--- src/rtl/mult_job_queue.sv ---
// Operand FIFO and job sequencer in front of the 8x8 sequential multiplier;
// issues one job at a time and holds each product for a valid/ready consumer.
//   state   | meaning
//   S_IDLE  | waiting for a queued job and a free result slot
//   S_START | operands loaded; start pulse is launched from this state
//   S_WAIT  | waiting for done (first cycle blanked) or timeout
module mult_job_queue #(
  parameter int DEPTH   = 4,
  parameter int TIMEOUT = 15
) (
  input  logic                           clk,
  input  logic                           aclr_n,
  input  logic                           in_valid,
  output logic                           in_ready,
  input  logic [7:0]                     in_a,
  input  logic [7:0]                     in_b,
  output logic                           out_valid,
  input  logic                           out_ready,
  output logic [15:0]                    out_product,
  output logic [7:0]                     mul_data_a,
  output logic [7:0]                     mul_data_b,
  output logic                           mul_start,
  input  logic                           mul_done,
  input  logic [15:0]                    mul_product,
  output logic [$clog2(DEPTH+1)-1:0]     level,
  output logic                           busy,
  output logic                           timeout_err
);

  localparam int AW = $clog2(DEPTH);
  localparam int LW = $clog2(DEPTH + 1);

  typedef enum logic [1:0] {S_IDLE, S_START, S_WAIT} state_t;

  state_t        r_state;
  state_t        w_next_state;
  logic [15:0]   r_mem [DEPTH];
  logic [AW-1:0] r_wr_ptr;
  logic [AW-1:0] r_rd_ptr;
  logic [LW-1:0] r_count;
  logic [7:0]    r_wait_cnt;
  logic          r_out_valid;
  logic [15:0]   r_out_product;
  logic [7:0]    r_data_a;
  logic [7:0]    r_data_b;
  logic          r_mul_start;
  logic          r_timeout_err;

  logic w_full;
  logic w_empty;
  logic w_push;
  logic w_pop;
  logic w_slot_free;
  logic w_capture;
  logic w_timeout;

  assign w_full      = (r_count == LW'(DEPTH));
  assign w_empty     = (r_count == '0);
  assign w_push      = in_valid & ~w_full;
  assign w_slot_free = ~r_out_valid | out_ready;

  always_comb begin
    w_next_state = r_state;
    w_pop        = 1'b0;
    w_capture    = 1'b0;
    w_timeout    = 1'b0;
    case (r_state)
      S_IDLE: begin
        if (!w_empty && w_slot_free) begin
          w_pop        = 1'b1;
          w_next_state = S_START;
        end
      end
      S_START: w_next_state = S_WAIT;
      S_WAIT: begin
        // wait count 0 is the blanking cycle: a done still high from the last job is ignored
        if (r_wait_cnt != 8'd0 && mul_done) begin
          w_capture    = 1'b1;
          w_next_state = S_IDLE;
        end else if (r_wait_cnt == 8'(TIMEOUT - 1)) begin
          w_timeout    = 1'b1;
          w_next_state = S_IDLE;
        end
      end
      default: w_next_state = S_IDLE;
    endcase
  end

  always_ff @(posedge clk or negedge aclr_n) begin
    if (!aclr_n) begin
      r_state       <= S_IDLE;
      r_wait_cnt    <= 8'd0;
      r_mul_start   <= 1'b0;
      r_timeout_err <= 1'b0;
    end else begin
      r_state     <= w_next_state;
      r_mul_start <= (r_state == S_START);
      if (r_state == S_START)
        r_wait_cnt <= 8'd0;
      else if (r_state == S_WAIT)
        r_wait_cnt <= r_wait_cnt + 8'd1;
      if (w_timeout)
        r_timeout_err <= 1'b1;
    end
  end

  always_ff @(posedge clk or negedge aclr_n) begin
    if (!aclr_n) begin
      for (int i = 0; i < DEPTH; i++)
        r_mem[i] <= 16'd0;
      r_wr_ptr <= '0;
      r_rd_ptr <= '0;
      r_count  <= '0;
    end else begin
      if (w_push) begin
        r_mem[r_wr_ptr] <= {in_a, in_b};
        r_wr_ptr        <= r_wr_ptr + AW'(1);
      end
      if (w_pop)
        r_rd_ptr <= r_rd_ptr + AW'(1);
      case ({w_push, w_pop})
        2'b10:   r_count <= r_count + LW'(1);
        2'b01:   r_count <= r_count - LW'(1);
        default: r_count <= r_count;
      endcase
    end
  end

  always_ff @(posedge clk or negedge aclr_n) begin
    if (!aclr_n) begin
      r_data_a      <= 8'd0;
      r_data_b      <= 8'd0;
      r_out_valid   <= 1'b0;
      r_out_product <= 16'd0;
    end else begin
      if (w_pop)
        {r_data_a, r_data_b} <= r_mem[r_rd_ptr];
      if (w_capture) begin
        r_out_valid   <= 1'b1;
        r_out_product <= mul_product;
      end else if (r_out_valid && out_ready) begin
        r_out_valid <= 1'b0;
      end
    end
  end

  assign in_ready    = ~w_full;
  assign out_valid   = r_out_valid;
  assign out_product = r_out_product;
  assign mul_data_a  = r_data_a;
  assign mul_data_b  = r_data_b;
  assign mul_start   = r_mul_start;
  assign level       = r_count;
  assign busy        = (r_state != S_IDLE);
  assign timeout_err = r_timeout_err;

endmodule

--- config.mk ---
export PLATFORM = sky130hd
export DESIGN_NAME = mult_job_queue
export DESIGN_NICKNAME = d
export VERILOG_FILES = /design/src/rtl/mult_job_queue.sv
export SDC_FILE = /design/constraint.sdc
export NUM_CORES = 1
export LEC_CHECK = 0
export CAP_MARGIN = 20
export CORE_MARGIN = 5
export CORE_UTILIZATION = 49
export CTS_CLUSTER_DIAMETER = 120
export DETAILED_ROUTE_END_ITERATION = 7
export PLACE_DENSITY = 0.87
export SYNTH_ARGS = -nofsm -noshare
export SYNTH_HDL_FRONTEND = slang
export SYNTH_SLANG_ARGS = --single-unit
--- constraint.sdc ---
create_clock -name clk -period 2.5 [get_ports clk]
set_input_delay 0.5 -clock clk [delete_from_list [all_inputs] [get_ports clk]]
set_output_delay 0.5 -clock clk [all_outputs]
set_load 0.01 [all_outputs]
; ---- After elaboration in Yosys (flattened, before gate mapping)
; Index checks and enable logic that the tools add are counted.
; W data, S select, Z words.
[word_totals]
input_bits = 37
out_inout_bits = 40
regBits = 116
wordCells = 72
[op_classes]
bitwise_logic = 6
n_reduce_logical = 13
n_eq_ne = 8
magnitude_cmp = 3
mux = 22
add_sub_neg = 5
[op_table]
columns = op, count
row1 = $bwmux W64, 1
row2 = $mux W16, 3
row3 = $bmux W16 S2, 1
row4 = $demux W16 S2, 1
row5 = $mux W8, 2
row6 = $mux W1, 9
row7 = $add A8 B1 Y8 const B, 1
row8 = $eq A8 B4 Y1 const B, 1
row9 = $reduce_bool A2 Y1, 4
row10 = $reduce_bool A8 Y1, 1
row11 = $ge A3 B3 Y1 const B, 2
row12 = $mux W2, 3
row13 = $not A2 Y3, 2
row14 = $pmux W2 S3, 1
row15 = $pmux W3 S2, 1
row16 = $add A2 B1 Y2 const B, 2
row17 = $eq A2 B1 Y1 const B, 2
row18 = $eq A2 B2 Y1 const B, 2
row19 = $logic_and A1 B1 Y1, 4
row20 = $add A3 B1 Y3 const B, 1
row21 = $eq A3 B3 Y1 const B, 1
row22 = $logic_not A3 Y1, 1
row23 = $lt A3 B1 Y1 const B, 1
row24 = $ne A3 B3 Y1 const B, 1
row25 = 8 further kinds, 9

; ---- Longest topological paths before layout
; Gate-level depths: netlist of the first run.
[logic_depth]
ltp_word = 7
depth_mapped = 11
mapped_depth_nobuf = 10

; ---- Worst setup path after synthesis of the first run
; OpenSTA, ideal clock, no wires.
[synth_path]
path_type = register -> register
from = register r_state[0]
to = register r_count[2], in the netlist level[2]
synth_period_minus_slack_ns = 2.379
t_required_ns = 2.420
t_arrival_ns = 2.300
path_slack_ns = 0.121
path_stages_with_launch = 12
cell_sequence = dfrtp_1 inv_1 ha_1 inv_1 nor3_4 buf_4 ha_1 inv_1 fa_1 xor2_1 nor2_1 xor2_1
[synth_between]
elab_chain_len = 4
word_cells_on_any_way = 6
[synth_lines]
columns = item, line_no
row1 = start: declaration, 35  ; state_t r_state;
row2 = start signal: assignment, 96  ; r_state <= w_next_state;
row3 = $logic_not A2 Y1 (*), 67  ; case (r_state)
row4 = $mux W1 (*), 67
row5 = net w_pop, 52  ; logic w_pop;
row6 = $eq A2 B1 Y1 / $eq A2 B2 Y1 (equally long branches), 121  ; case ({w_push, w_pop})
row7 = $pmux W3 S2 / $reduce_bool A2 Y1 (equally long branches), n/a
row8 = end signal: assignment, 122  ; 2'b10: r_count <= r_count + LW'(1);
row9 = end signal: assignment, 123  ; 2'b01: r_count <= r_count - LW'(1);
row10 = end signal: assignment, 124  ; default: r_count <= r_count;
row11 = end: declaration, 40  ; logic [LW-1:0] r_count;
; Mark *: on every way through the listed nets, which the timed path passes. The rest lies on a longest branch.
; A chain may end at the register's enable or synchronous reset.

; ---- Worst setup path in the final report of the first run
[layout_path]
from = register r_state[0]
to = output port busy
[layout_between]
elab_chain_len = 1
[layout_lines]
columns = item, line_no
row1 = $reduce_bool A2 Y1, 154  ; assign busy = (r_state != S_IDLE);
row2 = end: declaration, 26  ; output logic busy,
; Every way passes these cells.

==> flow_summary.json, run 1 <==
{
  "vias_per_cell": 5.26,
  "wl_mm": 10.5,
  "crit_type": "flop to output port",
  "cts_hold_buf": 1,
  "syn-num-nets": 387,
  "r2r_slack_ns": 0.43,
  "grt_max_degree": 57,
  "gp_congestion": 0.739,
  "fmax_mhz": 424,
  "timing.slew.headroom_pct": 71.5,
  "vias": 3056,
  "ctsRootBufferMaster": "clkbuf_8",
  "cp.buffers_inverters": 3,
  "die-area_um2": 13000,
  "ir_worst_vdd_v": 0.000775,
  "skew_ns": 0.00746,
  "grt-ovfl-total": 0,
  "finalMaxSlewViolations": 0,
  "synth_area_um2": 5310,
  "min_period_ns": 2.36,
  "yosysTopAreaCell": "dfrtp_1",
  "rsz0062_at_grt": "no",
  "numCtsBuffers": 17,
  "die_w_um": 114,
  "cp_slowest_cell": "clkdlybuf4s50_1",
  "antenna_left": 0,
  "io-pin-count": 77,
  "cts_setup_buffers": 0,
  "syn_avg_cell_area_um2": 15.7,
  "cp-start-kind": "flop",
  "worst_slew_pin_slew_ns": 0.427,
  "drcViolationCount": 0,
  "drtIter0Drc": 101,
  "crit_arrival_ns": 1.86,
  "cpMostUsedCell": "inv_1",
  "design_power_total_uw": 9890,
  "start_util_pct": 49.4,
  "clk_pin_slew_ns": 0.06,
  "worstSkewPairLatency_ns": 0.50,
  "crit_family": "buffers and inverters",
  "synth_seq_area_share_pct": 54.7,
  "die_h_um": 114,
  "fin_nets": 478,
  "synthTopCellsByArea": "dfrtp_1 (55%), mux2_4 (11%), mux2_2 (11%), mux4_2 (6.8%), ha_1 (2.8%)",
  "port_buffers": 76,
  "yosysUniqueCellTypes": 41,
  "drt_pre_antenna_iters": 4,
  "max_cap_violations": 0,
  "cp_max_fo": 3,
  "cts.sinks": 116,
  "first_global_vias": 3447,
  "area_delta_synth_final_pct": 28.5,
  "grt_use_total_pct": 17.3,
  "n_antenna_cell": 0,
  "cp_cell_sequence": "inv_1 > ha_1 > inv_1 > clkdlybuf4s50_1",
  "p_leak_uw": 0.00309,
  "num_rows": 38,
  "setup_viol": 0,
  "synth_top_area_share_pct": 54.7,
  "ys_ff_latch": 116,
  "grt_pass1_wl_mm": 17.6,
  "tns_ns": 0,
  "drive_above_1_share_pct": 35.4,
  "netlist_instances": 337,
  "cts_tree": "done",
  "cp.required_ns": 2.00,
  "most-common-layout-cells": "dfrtp_1 (116), clkdlybuf4s50_1 (75), mux2_2 (50)",
  "yosysWarnings": 0,
  "status": "finished clean",
  "pwr_density_cell_nw_per_um2": 1450,
  "ctsLongestPathBuffers": 2,
  "slowest_delay_ns": 0.57,
  "hold_class": "primary input to asynchronous set/reset pin",
  "endpoint_kind": "output port",
  "hpwlAfterDp_mm": 7.06,
  "ctsResizeCount": 0,
  "avgRoutedWirePerCell_um": 18.0,
  "design.core.area_um2": 10700,
  "hold_violations": 0,
  "antenna_found_initial": 0,
  "period_share_pct": 94.4,
  "h-tree-depth": 4,
  "mostFrequentLayoutCell": "dfrtp_1"
}
## worst register-to-register path: stages (launching register included)
cell	delay, ns
dfrtp_1	0.39
inv_1	0.11
ha_1	0.17
inv_1	0.08
nor3_4	0.20
ha_1	0.20
inv_1	0.06
fa_1	0.37
xor2_1	0.15
nor2_1	0.12
xor2_1	0.14
## kinds of logic (layout without fill, tap and decap cells)
logic type,after synthesis,after routing,share of synthesized area (%)
DFF,116,116,54.7
muxes,118,118,31.2
adders and majority gates,13,13,3.21
AOI/OAI and AO/OA,18,18,2.55
buffers and inverters,31,135,3.21
xor gates and xnor gates,6,6,0.990
and+or+nand+nor,35,35,4.17
## state kept, by name (all words and copies together) (netlist names), 2 cells and up
register,count
r_mem,64
out_product,16
mul_data_a,8
mul_data_b,8
r_wait_cnt,8
level,3
r_rd_ptr,2
r_state,2
r_wr_ptr,2
## synthesized netlist by cell type
master / number
nor4_1: 1
fa_1: 1
clkbuf_1: 3
a21oi_1: 1
buf_4: 2
a21boi_4: 1
a31oi_2: 1
mux2i_1: 3
nor3_1: 1
xor2_1: 3
nor4_2: 1
nand2_2: 1
o21ai_0: 6
inv_1: 19
nor2b_1: 4
a31o_2: 1
mux2_1: 9
nand3_1: 2
a31oi_1: 1
nor2_2: 1
a311o_1: 1
and2_1: 1
buf_2: 1
nor3_4: 1
nand2_1: 9
mux2_4: 40
nor2_1: 4
ha_1: 12
xnor2_1: 3
nand2b_1: 1
mux4_2: 16
nand2_4: 4
o31ai_2: 1
mux2_2: 50
dfrtp_1: 116
nor3b_1: 1
nand3b_1: 1
buf_6: 6
and3_1: 1
nand4_1: 1
o22ai_1: 5
## through the flow
stage          setup slack (ns)  utilization [%]  instances  hold slack (ns)  instance area [µm²]
2_1_floorplan             0.121                -        337            0.204                 5310
3_3_place_gp              0.188             57.9        548            0.452                 6220
3_5_place_dp              0.153             57.9        548            0.461                 6220
4_1_cts                   0.113             63.4        581            0.461                 6820
5_1_grt                  0.0348             63.4        581            0.493                 6820
6_report                  0.140             63.4        581            0.474                 6820
## worst paths after layout
check	cells after the start	to	start
setup / recovery	4	busy	r_state[0]
hold / removal	2	out_product[2]	aclr_n
setup reg to reg	10	level[2]	r_state[0]
hold reg to reg	1	timeout_err	timeout_err
max in group asynchronous	3	level[0]	aclr_n
min in group clk	1	timeout_err	timeout_err
## routing by layer
metal | track usage (%) | share of wire [%] | up-vias
li1 | - | - | 1386
met1 | 21.7 | 43 | 1582
met2 | 29.5 | 52 | 79
met3 | 4.18 | 4.8 | 9
met4 | 5.94 | 1.1 | 0
met5 | 0 | 0 | -
## report_power, final
part           total, µW  switching (µW)  internal (µW)
sequential          3490             633           2850
clock               2340             801           1540
combinational       4060            1550           2510
## area by class of cell
class / count / area [µm²]
fillers: 764 / 3930
flip-flops and latches: 116 / 2900
multi-input cells: 190 / 2230
repair buffers: 84 / 846
clock buffers: 24 / 490
well taps: 140 / 175
clock inverters: 8 / 97.6
inverters: 19 / 71.3
Power figures use the tool's default switching activity.
==> run 2, diff against run 1 <==
- GPL_ROUTABILITY_DRIVEN: not set -> 0
==> results of run 2 <==
The final DEF is identical to that of run 1; final timing and power are the same.
